<file path="src/rtl/tc_axi_pkg.sv">
// ---------------------------------------------------------------------------
// tc_axi_pkg
// Shared definitions for the AXI read-side unpacker and the write-side packer.
//   state_t     : load/store sequencer states
//   BURST_INCR  : AXI4 incrementing burst encoding
//   RESP_OKAY   : AXI4 OKAY response encoding
//   clog2_min1  : ceil(log2(v)), never less than 1, for sizing counters
// ---------------------------------------------------------------------------
package tc_axi_pkg;

   typedef enum logic [2:0] {
      IDLE       = 3'd0,
      AXI_AR     = 3'd1,
      AXI_R      = 3'd2,
      SRAM_WR    = 3'd3,
      CHECK_DONE = 3'd4
   } state_t;

   localparam logic [1:0] BURST_INCR = 2'b01;
   localparam logic [1:0] RESP_OKAY  = 2'b00;

   // A counter for a single item still needs one bit, so clamp at 1.
   function automatic int clog2_min1(input int v);
      int w;
      w = $clog2(v);
      return (w < 1) ? 1 : w;
   endfunction

endpackage

</file>
<file path="src/rtl/axi_beat_assembler.sv">
// ---------------------------------------------------------------------------
// axi_beat_assembler
// Collects BEATS consecutive AXI data beats into one wide row buffer.
// Beat k lands in row[k*BEAT_WIDTH +: BEAT_WIDTH].
//   clk, rst_n  : clock, asynchronous active-low reset
//   beat_clear  : restart the beat counter at zero (start of a burst)
//   beat_valid  : a beat is being accepted this cycle
//   beat_data   : the beat payload
//   row_full    : the beat accepted this cycle is the last one of the row
//   row         : assembled row buffer
// ---------------------------------------------------------------------------
module axi_beat_assembler
   import tc_axi_pkg::*;
#(
   parameter int BEAT_WIDTH = 64,
   parameter int BEATS      = 8
) (
   input  logic                        clk,
   input  logic                        rst_n,
   input  logic                        beat_clear,
   input  logic                        beat_valid,
   input  logic [BEAT_WIDTH-1:0]       beat_data,
   output logic                        row_full,
   output logic [BEATS*BEAT_WIDTH-1:0] row
);

   localparam int CNT_W = clog2_min1(BEATS);

   logic [CNT_W-1:0] beat_cnt;

   // row_full is qualified by beat_valid so the sequencer can use it directly
   // both to leave the data phase and to cross-check the incoming rlast.
   assign row_full = beat_valid && (beat_cnt == CNT_W'(BEATS - 1));

   // Store each accepted beat at the slot selected by the beat counter; the
   // counter rolls back to zero after the last beat so a new row starts clean
   // even if beat_clear is not pulsed.
   always_ff @(posedge clk or negedge rst_n) begin
      if (!rst_n) begin
         beat_cnt <= '0;
         row      <= '0;
      end else if (beat_clear) begin
         beat_cnt <= '0;
      end else if (beat_valid) begin
         row[beat_cnt*BEAT_WIDTH +: BEAT_WIDTH] <= beat_data;
         beat_cnt <= row_full ? '0 : beat_cnt + CNT_W'(1);
      end
   end

endmodule

</file>
<file path="src/rtl/axi_master_unpacker.sv">
// ---------------------------------------------------------------------------
// axi_master_unpacker
// Loads reg_m_len rows from DDR into SRAM. Each row is one AXI4 INCR burst
// of BEATS beats; the beats are assembled into ARRAY_WIDTH lanes and written
// to the SRAM in a single cycle. One burst is outstanding at a time.
//   clk, rst_n                 : clock, asynchronous active-low reset
//   start_load                 : start pulse, honoured only when idle
//   load_done_irq              : one-cycle completion pulse
//   load_err                   : sticky error (bad rresp or misplaced rlast)
//   busy                       : sequencer not idle
//   reg_ddr_addr/m_len/addr_a  : DDR base, row count, SRAM base row
//   wr_en/wr_addr/wr_data      : SRAM row write port
//   ar*/r*                     : AXI4 read address and read data channels
// ---------------------------------------------------------------------------
module axi_master_unpacker
   import tc_axi_pkg::*;
#(
   parameter int AXI_DATA_WIDTH  = 64,
   parameter int SRAM_DATA_WIDTH = 32,
   parameter int ARRAY_WIDTH     = 16,
   parameter int ADDR_WIDTH      = 10
) (
   input  logic                                   clk,
   input  logic                                   rst_n,
   input  logic                                   start_load,
   output logic                                   load_done_irq,
   output logic                                   load_err,
   output logic                                   busy,
   input  logic [63:0]                            reg_ddr_addr,
   input  logic [31:0]                            reg_m_len,
   input  logic [31:0]                            reg_addr_a,
   output logic                                   wr_en,
   output logic [ADDR_WIDTH-1:0]                  wr_addr,
   output logic [ARRAY_WIDTH*SRAM_DATA_WIDTH-1:0] wr_data,
   output logic [31:0]                            araddr,
   output logic [7:0]                             arlen,
   output logic [2:0]                             arsize,
   output logic [1:0]                             arburst,
   output logic                                   arvalid,
   input  logic                                   arready,
   input  logic [AXI_DATA_WIDTH-1:0]              rdata,
   input  logic [1:0]                             rresp,
   input  logic                                   rlast,
   input  logic                                   rvalid,
   output logic                                   rready
);

   localparam int          BEATS       = SRAM_DATA_WIDTH * ARRAY_WIDTH / AXI_DATA_WIDTH;
   localparam logic [31:0] ROW_BYTES   = 32'(BEATS * AXI_DATA_WIDTH / 8);
   localparam logic [7:0]  ARLEN_VAL   = 8'(BEATS - 1);

   state_t                  state;
   state_t                  state_next;
   logic                    irq_next;
   logic [31:0]             ddr_addr;
   logic [ADDR_WIDTH-1:0]   sram_row;
   logic [31:0]             row_cnt;
   logic [31:0]             row_cnt_inc;
   logic [31:0]             m_len;
   logic                    beat_valid;
   logic                    beat_clear;
   logic                    row_full;
   logic                    unused_bits;

   // Only the low address bits are meaningful to this block.
   assign unused_bits = ^{reg_ddr_addr[63:32], reg_addr_a[31:ADDR_WIDTH]};

   assign arsize      = 3'($clog2(AXI_DATA_WIDTH / 8));
   assign arburst     = BURST_INCR;
   assign araddr      = ddr_addr;
   assign arvalid     = (state == AXI_AR);
   assign rready      = (state == AXI_R);
   assign wr_en       = (state == SRAM_WR);
   assign wr_addr     = sram_row;
   assign busy        = (state != IDLE);
   assign beat_valid  = rvalid && rready;
   assign beat_clear  = (state == AXI_AR) && arready;
   assign row_cnt_inc = row_cnt + 32'd1;

   // The row buffer's flat layout already matches the lane order, so the
   // SRAM write data is the buffer itself.
   axi_beat_assembler #(
      .BEAT_WIDTH (AXI_DATA_WIDTH),
      .BEATS      (BEATS)
   ) u_assembler (
      .clk        (clk),
      .rst_n      (rst_n),
      .beat_clear (beat_clear),
      .beat_valid (beat_valid),
      .beat_data  (rdata),
      .row_full   (row_full),
      .row        (wr_data)
   );

   // State register for the load sequencer.
   always_ff @(posedge clk or negedge rst_n) begin
      if (!rst_n) begin
         state <= IDLE;
      end else begin
         state <= state_next;
      end
   end

   // Next-state logic. A zero-length load never leaves IDLE but still raises
   // the completion pulse, so software sees the same handshake either way.
   always_comb begin
      state_next = state;
      irq_next   = 1'b0;
      case (state)
         IDLE: begin
            if (start_load) begin
               if (reg_m_len == 32'd0) begin
                  irq_next = 1'b1;
               end else begin
                  state_next = AXI_AR;
               end
            end
         end
         AXI_AR: begin
            if (arready) begin
               state_next = AXI_R;
            end
         end
         AXI_R: begin
            if (row_full) begin
               state_next = SRAM_WR;
            end
         end
         SRAM_WR: begin
            state_next = CHECK_DONE;
         end
         CHECK_DONE: begin
            if (row_cnt_inc >= m_len) begin
               state_next = IDLE;
               irq_next   = 1'b1;
            end else begin
               state_next = AXI_AR;
            end
         end
         default: begin
            state_next = IDLE;
         end
      endcase
   end

   // Load bookkeeping: latch the job on start, flag protocol errors during
   // the data phase without stalling, and advance addresses once per row.
   // The row count is latched so a register rewrite mid-load cannot change
   // the job length. arlen sits at zero in reset and is the constant burst
   // length from the first clock afterwards.
   always_ff @(posedge clk or negedge rst_n) begin
      if (!rst_n) begin
         ddr_addr      <= '0;
         sram_row      <= '0;
         row_cnt       <= '0;
         m_len         <= '0;
         load_err      <= 1'b0;
         load_done_irq <= 1'b0;
         arlen         <= '0;
      end else begin
         arlen         <= ARLEN_VAL;
         load_done_irq <= irq_next;
         case (state)
            IDLE: begin
               if (start_load) begin
                  ddr_addr <= reg_ddr_addr[31:0];
                  sram_row <= reg_addr_a[ADDR_WIDTH-1:0];
                  row_cnt  <= '0;
                  m_len    <= reg_m_len;
                  load_err <= 1'b0;
               end
            end
            AXI_R: begin
               if (beat_valid && ((rresp != RESP_OKAY) || (rlast != row_full))) begin
                  load_err <= 1'b1;
               end
            end
            CHECK_DONE: begin
               ddr_addr <= ddr_addr + ROW_BYTES;
               sram_row <= sram_row + ADDR_WIDTH'(1);
               row_cnt  <= row_cnt_inc;
            end
            default: begin
            end
         endcase
      end
   end

endmodule

</file>
<file path="config.mk">
export PLATFORM = sky130hd
export DESIGN_NAME = axi_master_unpacker
export DESIGN_NICKNAME = d
export VERILOG_FILES = /design/src/rtl/tc_axi_pkg.sv /design/src/rtl/axi_beat_assembler.sv /design/src/rtl/axi_master_unpacker.sv
export SDC_FILE = /design/constraint.sdc
export NUM_CORES = 1
export LEC_CHECK = 0
export CAP_MARGIN = 25
export CORE_AREA = 2 2 298 300
export CTS_CLUSTER_SIZE = 14
export DETAILED_ROUTE_END_ITERATION = 8
export DIE_AREA = 0 0 300 302
export DONT_BUFFER_PORTS = 1
export GPL_TIMING_DRIVEN = 0
export PLACE_DENSITY = 0.53
export SYNTH_ARGS = -nofsm -noshare
export SYNTH_HDL_FRONTEND = slang
export SYNTH_SLANG_ARGS = --single-unit
</file>
<file path="constraint.sdc">
create_clock -name clk -period 4.1 [get_ports clk]
set_input_delay 0.82 -clock clk [delete_from_list [all_inputs] [get_ports clk]]
set_output_delay 0.82 -clock clk [all_outputs]
set_load 0.005 [all_outputs]
</file>
==> flow_summary.json, run 1 <==
{
  "fin_crit_sh_pct": 94.3,
  "vias": 20513,
  "grt_setup_unrepaired": "no",
  "status": "completed",
  "rows": 109,
  "required_ps": 4640,
  "synth.cell_area_um2": 25900,
  "drcViolationCount": 0,
  "ant_nets": 0,
  "grt_antenna_before_repair": 7,
  "cpMaxStageDelayCell": "buf_1",
  "port_buffers": 0,
  "post_cts_buffers": 0,
  "combPwrFrac_pct": 17.7,
  "core_um2": 87600,
  "cpMostUsedCell": "buf_2",
  "async_flop_share_pct": 100,
  "ys_top_cells_by_count": "nand2_1, dfrtp_1, o21ai_0",
  "die_h_um": 302,
  "synth.area.top_cells": "dfrtp_1, nand2_1, o21ai_0, o21ai_1, ha_1",
  "die_area_um2": 90600,
  "yosysSeqAreaShare_pct": 60.6,
  "cts_made_buffers": 73,
  "worst_pin_slew_ps": 1120,
  "nFillCells": 8955,
  "p_leak_nw": 13.0,
  "final_layout_size_suffix_gt1_share_pct": 8.38,
  "pwr_density_cell_nw_per_um2": 588,
  "ios": 773,
  "yosysTopAreaCellShare_pct": 60.6,
  "pwr-share-clk_pct": 38.2,
  "cp_max_fo": 11,
  "peakVddDrop_uv": 351,
  "switching_share_pct": 32.4,
  "start_util_pct": 29.6,
  "syn_inst": 2656,
  "synth_edf_count": 0,
  "timing.fmax_mhz": 259,
  "gp_congestion": 0.906,
  "slowest_delay_ps": 810,
  "tns_ps": 0,
  "clock_latency_ps": 640,
  "crit_arrival_ps": 4400,
  "grt_pass1_wl_mm": 149,
  "synth_most_common_cell": "nand2_1",
  "grt.total_usage_pct": 22.5,
  "die_w_um": 300,
  "hold_path.class": "in2async",
  "grt_max_degree": 628,
  "synth_area_per_cell_um2": 9.75,
  "yosys_warnings": 0,
  "worst_setup_path_start_kind": "flop",
  "power_frac_seq_pct": 44.1,
  "finClkSkew_ps": 33.6,
  "nNetsFinal": 2990,
  "wl_per_cell_um": 26.6,
  "yosys_register_bits": 627,
  "setup_slack_ps": 233,
  "netSwitchingPower_mw": 5.73,
  "p_int_mw": 11.9,
  "firstDrtPassIters": 6,
  "cts_buffer_depth": 3,
  "p_total_mw": 17.7,
  "synth_ff_type": "dfrtp_1",
  "maxCapViolations": 0,
  "period_needed_ps": 3870,
  "crit_type": "reg2reg",
  "cts.clk_slew.worst_paths_ps": 60,
  "dpl.hpwl_mm": 77.5,
  "cts.sinks": 627,
  "finalHoldViolCount": 0,
  "cts_resized": 0,
  "grt_pass1_vias": 20073,
  "post-place-ws_ps": 213,
  "cts_tree": "yes",
  "wirelength_mm": 106,
  "synth_top_area_cell": "dfrtp_1",
  "post_synth_num_cell_types": 67,
  "end_kind": "flop",
  "via_per_inst": 5.16,
  "relSlewSlack_pct": 25.1,
  "cp_cell_sequence": "inv_1, ha_1, and2_1, buf_2, nor2b_1, buf_2, buf_1, nand2_1, o21ai_0",
  "grt-ovfl-total": 0,
  "cts_max_level": 3,
  "drv_slew": 0,
  "drt_iter0_drc": 1652,
  "areaGrowthSynthToFinish_pct": 16.0,
  "root_buffer": "clkbuf_16",
  "setup_violations": 0
}
-- power groups by stage --
stage	clock network, mW	registers (mW)	logic, mW
2_1_floorplan	0	7.57	2.01
3_3_place_gp	0	7.87	2.91
3_5_place_dp	0	7.88	3.00
4_1_cts	6.88	7.78	3.01
5_1_grt	7.13	7.86	3.52
6_report	6.74	7.78	3.13
-- cells by family after synthesis --
| group | Yosys count | synth area share, % |
|---|---|---|
| AO/OA/AOI/OAI | 637 | 13.3 |
| XOR/XNOR | 31 | 1.05 |
| adder cells (fa/ha/maj) | 42 | 2.03 |
| buffers and inverters | 232 | 3.88 |
| flip-flops | 627 | 60.6 |
| multiplexers | 66 | 2.87 |
| other | 2 | 0.0290 |
| AND/OR/NAND/NOR | 1019 | 16.3 |
-- final timing paths --
kind                                        end  slack, ps  depth (start not counted)                     from
max                        u_assembler.row[337]        230                          9  u_assembler.beat_cnt[0]
min                         u_assembler.row[19]         60                          1                    rst_n
max reg2reg                u_assembler.row[337]        230                          9  u_assembler.beat_cnt[0]
min reg2reg                            m_len[0]        490                          2                 m_len[0]
max in group asynchronous    u_assembler.row[6]       2200                          2                    rst_n
min in group clk           u_assembler.row[304]        300                          2                rdata[48]
-- state kept, by name, indices dropped and copies added (netlist names) --
name	cells
load_done_irq	1
wr_addr	10
row_cnt	32
araddr	32
u_assembler.row	512
arlen	1
u_assembler.beat_cnt	3
m_len	32
state	3
load_err	1
-- stage by stage --
step / cell area, µm² / cells / util, % / hold WS [ps]
floorplan: 25900 / 2665 / - / 450
global placement: 27400 / 3830 / 31.3 / 465
detailed placement: 27400 / 3833 / 31.3 / 474
CTS: 29900 / 3965 / 34.1 / -127
global route: 30000 / 3970 / 34.3 / 83.1
finish: 30000 / 3973 / 34.3 / 62.4
-- layer usage --
metal / up-vias / global-route usage (%) / wire length, µm
li1: 9100 / - / -
met1: 10407 / 29.3 / 44200
met2: 831 / 35.4 / 48600
met3: 175 / 7.37 / 9450
met4: 0 / 7.01 / 3330
met5: - / 0 / 0
-- critical path: cells and delay by family (launching register included) --
family | cells | cell delay, ps
DFF | 1 | 500
buffers and inverters | 4 | 1860
AOI/OAI and AO/OA | 1 | 210
adders and majority gates | 1 | 400
and+or+nand+nor | 3 | 780
-- placed cells by master, fill, tap and decap left out, drive strengths merged, types with 5 or more instances in the layout --
cell,instances
nand2,842
dfrtp,627
o21ai,526
clkbuf,234
mux2,65
buf,65
inv,52
ha,42
nor2,42
nand3,33
a21oi,30
nor3,21
xnor2,20
nand4,17
clkinv,17
nor4,15
and3,12
xor2,11
o31ai,11
conb,11
a211oi,10
o22ai,10
a221o,9
or2,9
and4,7
and2,7
a21o,7
o211ai,5
nor3b,5
-- area by class of cell --
class | count | area, µm² | area share [%]
Antenna cell | 3 | 7.51 | 0.0250
Multi-Input combinational cell | 1806 | 9220 | 30.7
Sequential cell | 627 | 15700 | 52.3
Clock buffer | 108 | 2150 | 7.16
Buffer | 183 | 822 | 2.74
Clock inverter | 24 | 334 | 1.11
Inverter | 49 | 184 | 0.613
Timing Repair Buffer | 8 | 159 | 0.529
Tap cell | 1165 | 1460 | 4.85
Note: power is estimated with default switching activity, not from simulation.
==> inputs of run 2 (changes only) <==
--- a/config.mk
+++ b/config.mk
@@ -6,13 +6,14 @@
 export NUM_CORES = 1
 export LEC_CHECK = 0
 export CAP_MARGIN = 25
-export CORE_AREA = 2 2 298 300
+export CORE_AREA = 2 2 302 304
 export CTS_CLUSTER_SIZE = 14
 export DETAILED_ROUTE_END_ITERATION = 8
-export DIE_AREA = 0 0 300 302
+export DIE_AREA = 0 0 304 306
 export DONT_BUFFER_PORTS = 1
 export GPL_TIMING_DRIVEN = 0
-export PLACE_DENSITY = 0.53
+export PLACE_DENSITY = 0.55
 export SYNTH_ARGS = -nofsm -noshare
 export SYNTH_HDL_FRONTEND = slang
+export SYNTH_HIERARCHICAL = 1
 export SYNTH_SLANG_ARGS = --single-unit
==> run 2 against run 1 <==
Against the previous run:
- via count shrank 5.3%
- sequential share of layout area shrank 3.9 points
- first-iteration DRC count shrank 7.7%
- fmax shrank 0.71%
- synthesized area grew 8.7%
- final cell count shrank 7.3%
- hold slack gained 8.4 ps
- count of clock-buffer cells in the layout shrank 6
- sequential power shrank 0.9%
- flip-flop and latch count is the same
- register-to-register slack lost 30 ps
- critical path depth grew 2
- highest routed layer unchanged
==> flow_summary.json, run 2 <==
{
  "cts_tree": "yes",
  "synth_top_area_cell": "dfrtp_1",
  "synth.cell_area_um2": 28100,
  "grt_antenna_before_repair": 9,
  "grt.total_usage_pct": 21.4,
  "async_flop_share_pct": 100,
  "ant_nets": 0,
  "firstDrtPassIters": 5,
  "finClkSkew_ps": 25.4,
  "synth_ff_type": "dfrtp_1",
  "timing.fmax_mhz": 257,
  "via_per_inst": 5.28,
  "finalHoldViolCount": 0,
  "fin_crit_sh_pct": 95.0,
  "clock_latency_ps": 650,
  "start_util_pct": 31.4,
  "crit_type": "reg2reg",
  "die_h_um": 306,
  "nNetsFinal": 2694,
  "grt_max_degree": 628,
  "die_area_um2": 93000,
  "cts_made_buffers": 73,
  "cts_max_level": 3,
  "cp_max_fo": 11,
  "layout_common_cells": "dfrtp_1, mux2_2, nand2_1",
  "peakVddDrop_uv": 329,
  "cts_buffer_depth": 3,
  "synth_most_common_cell": "dfrtp_1",
  "final_common_cell": "dfrtp_1",
  "p_leak_nw": 16.0,
  "largest_reg_flops": 512,
  "dpl.hpwl_mm": 75.5,
  "period_needed_ps": 3890,
  "yosys_register_bits": 627,
  "hold_slack_ps": 70.8,
  "wl_per_cell_um": 27.7,
  "post_synth_num_cell_types": 69,
  "drcViolationCount": 0,
  "synth_area_per_cell_um2": 12.0,
  "areaGrowthSynthToFinish_pct": 15.4,
  "hold_path.class": "in2async",
  "worst_pin_slew_ps": 967,
  "syn_inst": 2349,
  "status": "completed",
  "root_buffer": "clkbuf_16",
  "top_register": "u_assembler/row",
  "ys_top_cells_by_count": "dfrtp_1, mux2_2, nand2_1",
  "synth_edf_count": 0,
  "grt-ovfl-total": 0,
  "port_buffers": 0,
  "cts.sinks": 627,
  "grt_setup_unrepaired": "no",
  "maxCapViolations": 0,
  "die_w_um": 304,
  "r2r_slack_ps": 210,
  "end_kind": "flop",
  "synth.area.top_cells": "dfrtp_1, mux2_2, mux2i_1, nand2_1, mux2_4",
  "yosysSeqAreaShare_pct": 55.8,
  "yosysTopAreaCellShare_pct": 55.8,
  "grt_pass1_wl_mm": 146,
  "wirelength_mm": 102,
  "ios": 773,
  "core_um2": 89600,
  "gp_congestion": 0.925,
  "relSlewSlack_pct": 35.6,
  "vias": 19431,
  "drv_slew": 0,
  "antenna_cells": 0,
  "grt_pass1_vias": 19890,
  "required_ps": 4610,
  "setup_slack_ps": 205,
  "final_layout_size_suffix_gt1_share_pct": 25.4,
  "crit_arrival_ps": 4400,
  "yosys_warnings": 6,
  "setup_violations": 0,
  "rows": 110,
  "post-place-ws_ps": -1270,
  "worst_setup_path_start_kind": "flop",
  "cts.clk_slew.worst_paths_ps": 60,
  "drt_iter0_drc": 1524,
  "pwr_density_cell_nw_per_um2": 567
}
run 2: changes by cell type in the layout (fill, tap and decap cells not counted), moves of 49 or more:
cell / previous run / this run
mux2_2: 34 / 298
o21ai_0: 406 / 78
and3_1: 12 / 126
mux2_4: 0 / 60
clkbuf_1: 140 / 91
o21ai_1: 120 / 0
nand2_1: 841 / 243
inv_1: 48 / 150
a21bo_2: 0 / 49
mux2i_1: 1 / 106
run 2: cell type report:
| class | count | area (µm²) |
|---|---|---|
| Inverter | 150 | 563 |
| Buffer | 157 | 820 |
| Tap cell | 1176 | 1470 |
| Multi-Input combinational cell | 1423 | 11200 |
| Sequential cell | 627 | 15700 |
| Fill cell | 8692 | 57100 |
| Clock inverter | 29 | 395 |
| Timing Repair Buffer | 19 | 307 |
| Clock buffer | 102 | 2050 |
run 2: repair_timing:
action,in CTS,in global routing
endpoints found under the setup margin,507,251
pin swaps,1,1
endpoints found under the hold margin,627,129
buffers inserted,2,2
gates resized for setup,21,36
run 2: path summary, 6_finish.rpt:
path / cells after the start / start / endpoint
worst min-delay path: 1 / rst_n / araddr[30]
worst min register to register: 2 / araddr[4] / araddr[4]
min in group clk: 2 / reg_ddr_addr[2] / araddr[2]
max in group asynchronous: 2 / rst_n / u_assembler/row[215]
worst max register to register: 11 / u_assembler/beat_cnt[0] / u_assembler/row[339]
worst max-delay path: 11 / u_assembler/beat_cnt[0] / u_assembler/row[339]
run 2: worst max-delay path, cell delays in order, from the launching register on:
cell and delay [ps]:
dfrtp_2 480, clkbuf_2 270, buf_8 190, clkbuf_4 260
inv_1 90, ha_1 240, ha_1 280, clkbuf_1 200
or4b_2 930, buf_16 250, buf_2 240, mux2_2 320
run 2: kinds of logic (layout without fill, tap and decap cells):
| logic type | after synthesis | count (layout) | share of synthesized area [%] |
|---|---|---|---|
| buffers and inverters | 308 | 457 | 4.78 |
| xor gates and xnor gates | 31 | 31 | 0.992 |
| other | 2 | 11 | 0.0267 |
| adders and majority gates | 43 | 43 | 1.91 |
| and+or+nand+nor | 636 | 636 | 11.8 |
| AOI/OAI and AO/OA | 238 | 238 | 5.80 |
| muxes | 464 | 464 | 18.9 |
| DFF | 627 | 627 | 55.8 |
run 2: power breakdown:
part           switching [mW]  internal, mW  total (mW)
clock network            2.72          3.96        6.69
logic                    2.58          1.42        4.00
registers               0.756          6.95        7.71
total                    6.07          12.3        18.4
run 2: metal layers:
| layer | part of all wire, % | global-route usage, % |
|---|---|---|
| met3 | 9.1 | 7.64 |
| met1 | 40 | 25.8 |
| met5 | 0 | 0 |
| met2 | 48 | 35.4 |
| met4 | 3.4 | 7.24 |
run 2: per-stage QoR:
stage	cell area, µm²	power [mW]	cells	setup TNS [ps]	utilization, %
3_3_place_gp	29600	11.4	3534	-588070	33.1
4_1_cts	32300	18.5	3677	0	36.1
3_5_place_dp	29800	11.7	3545	-260470	33.3
2_1_floorplan	28200	10.0	2358	0	-
6_report	32500	18.4	3683	0	36.2
5_1_grt	32500	19.3	3683	0	36.2
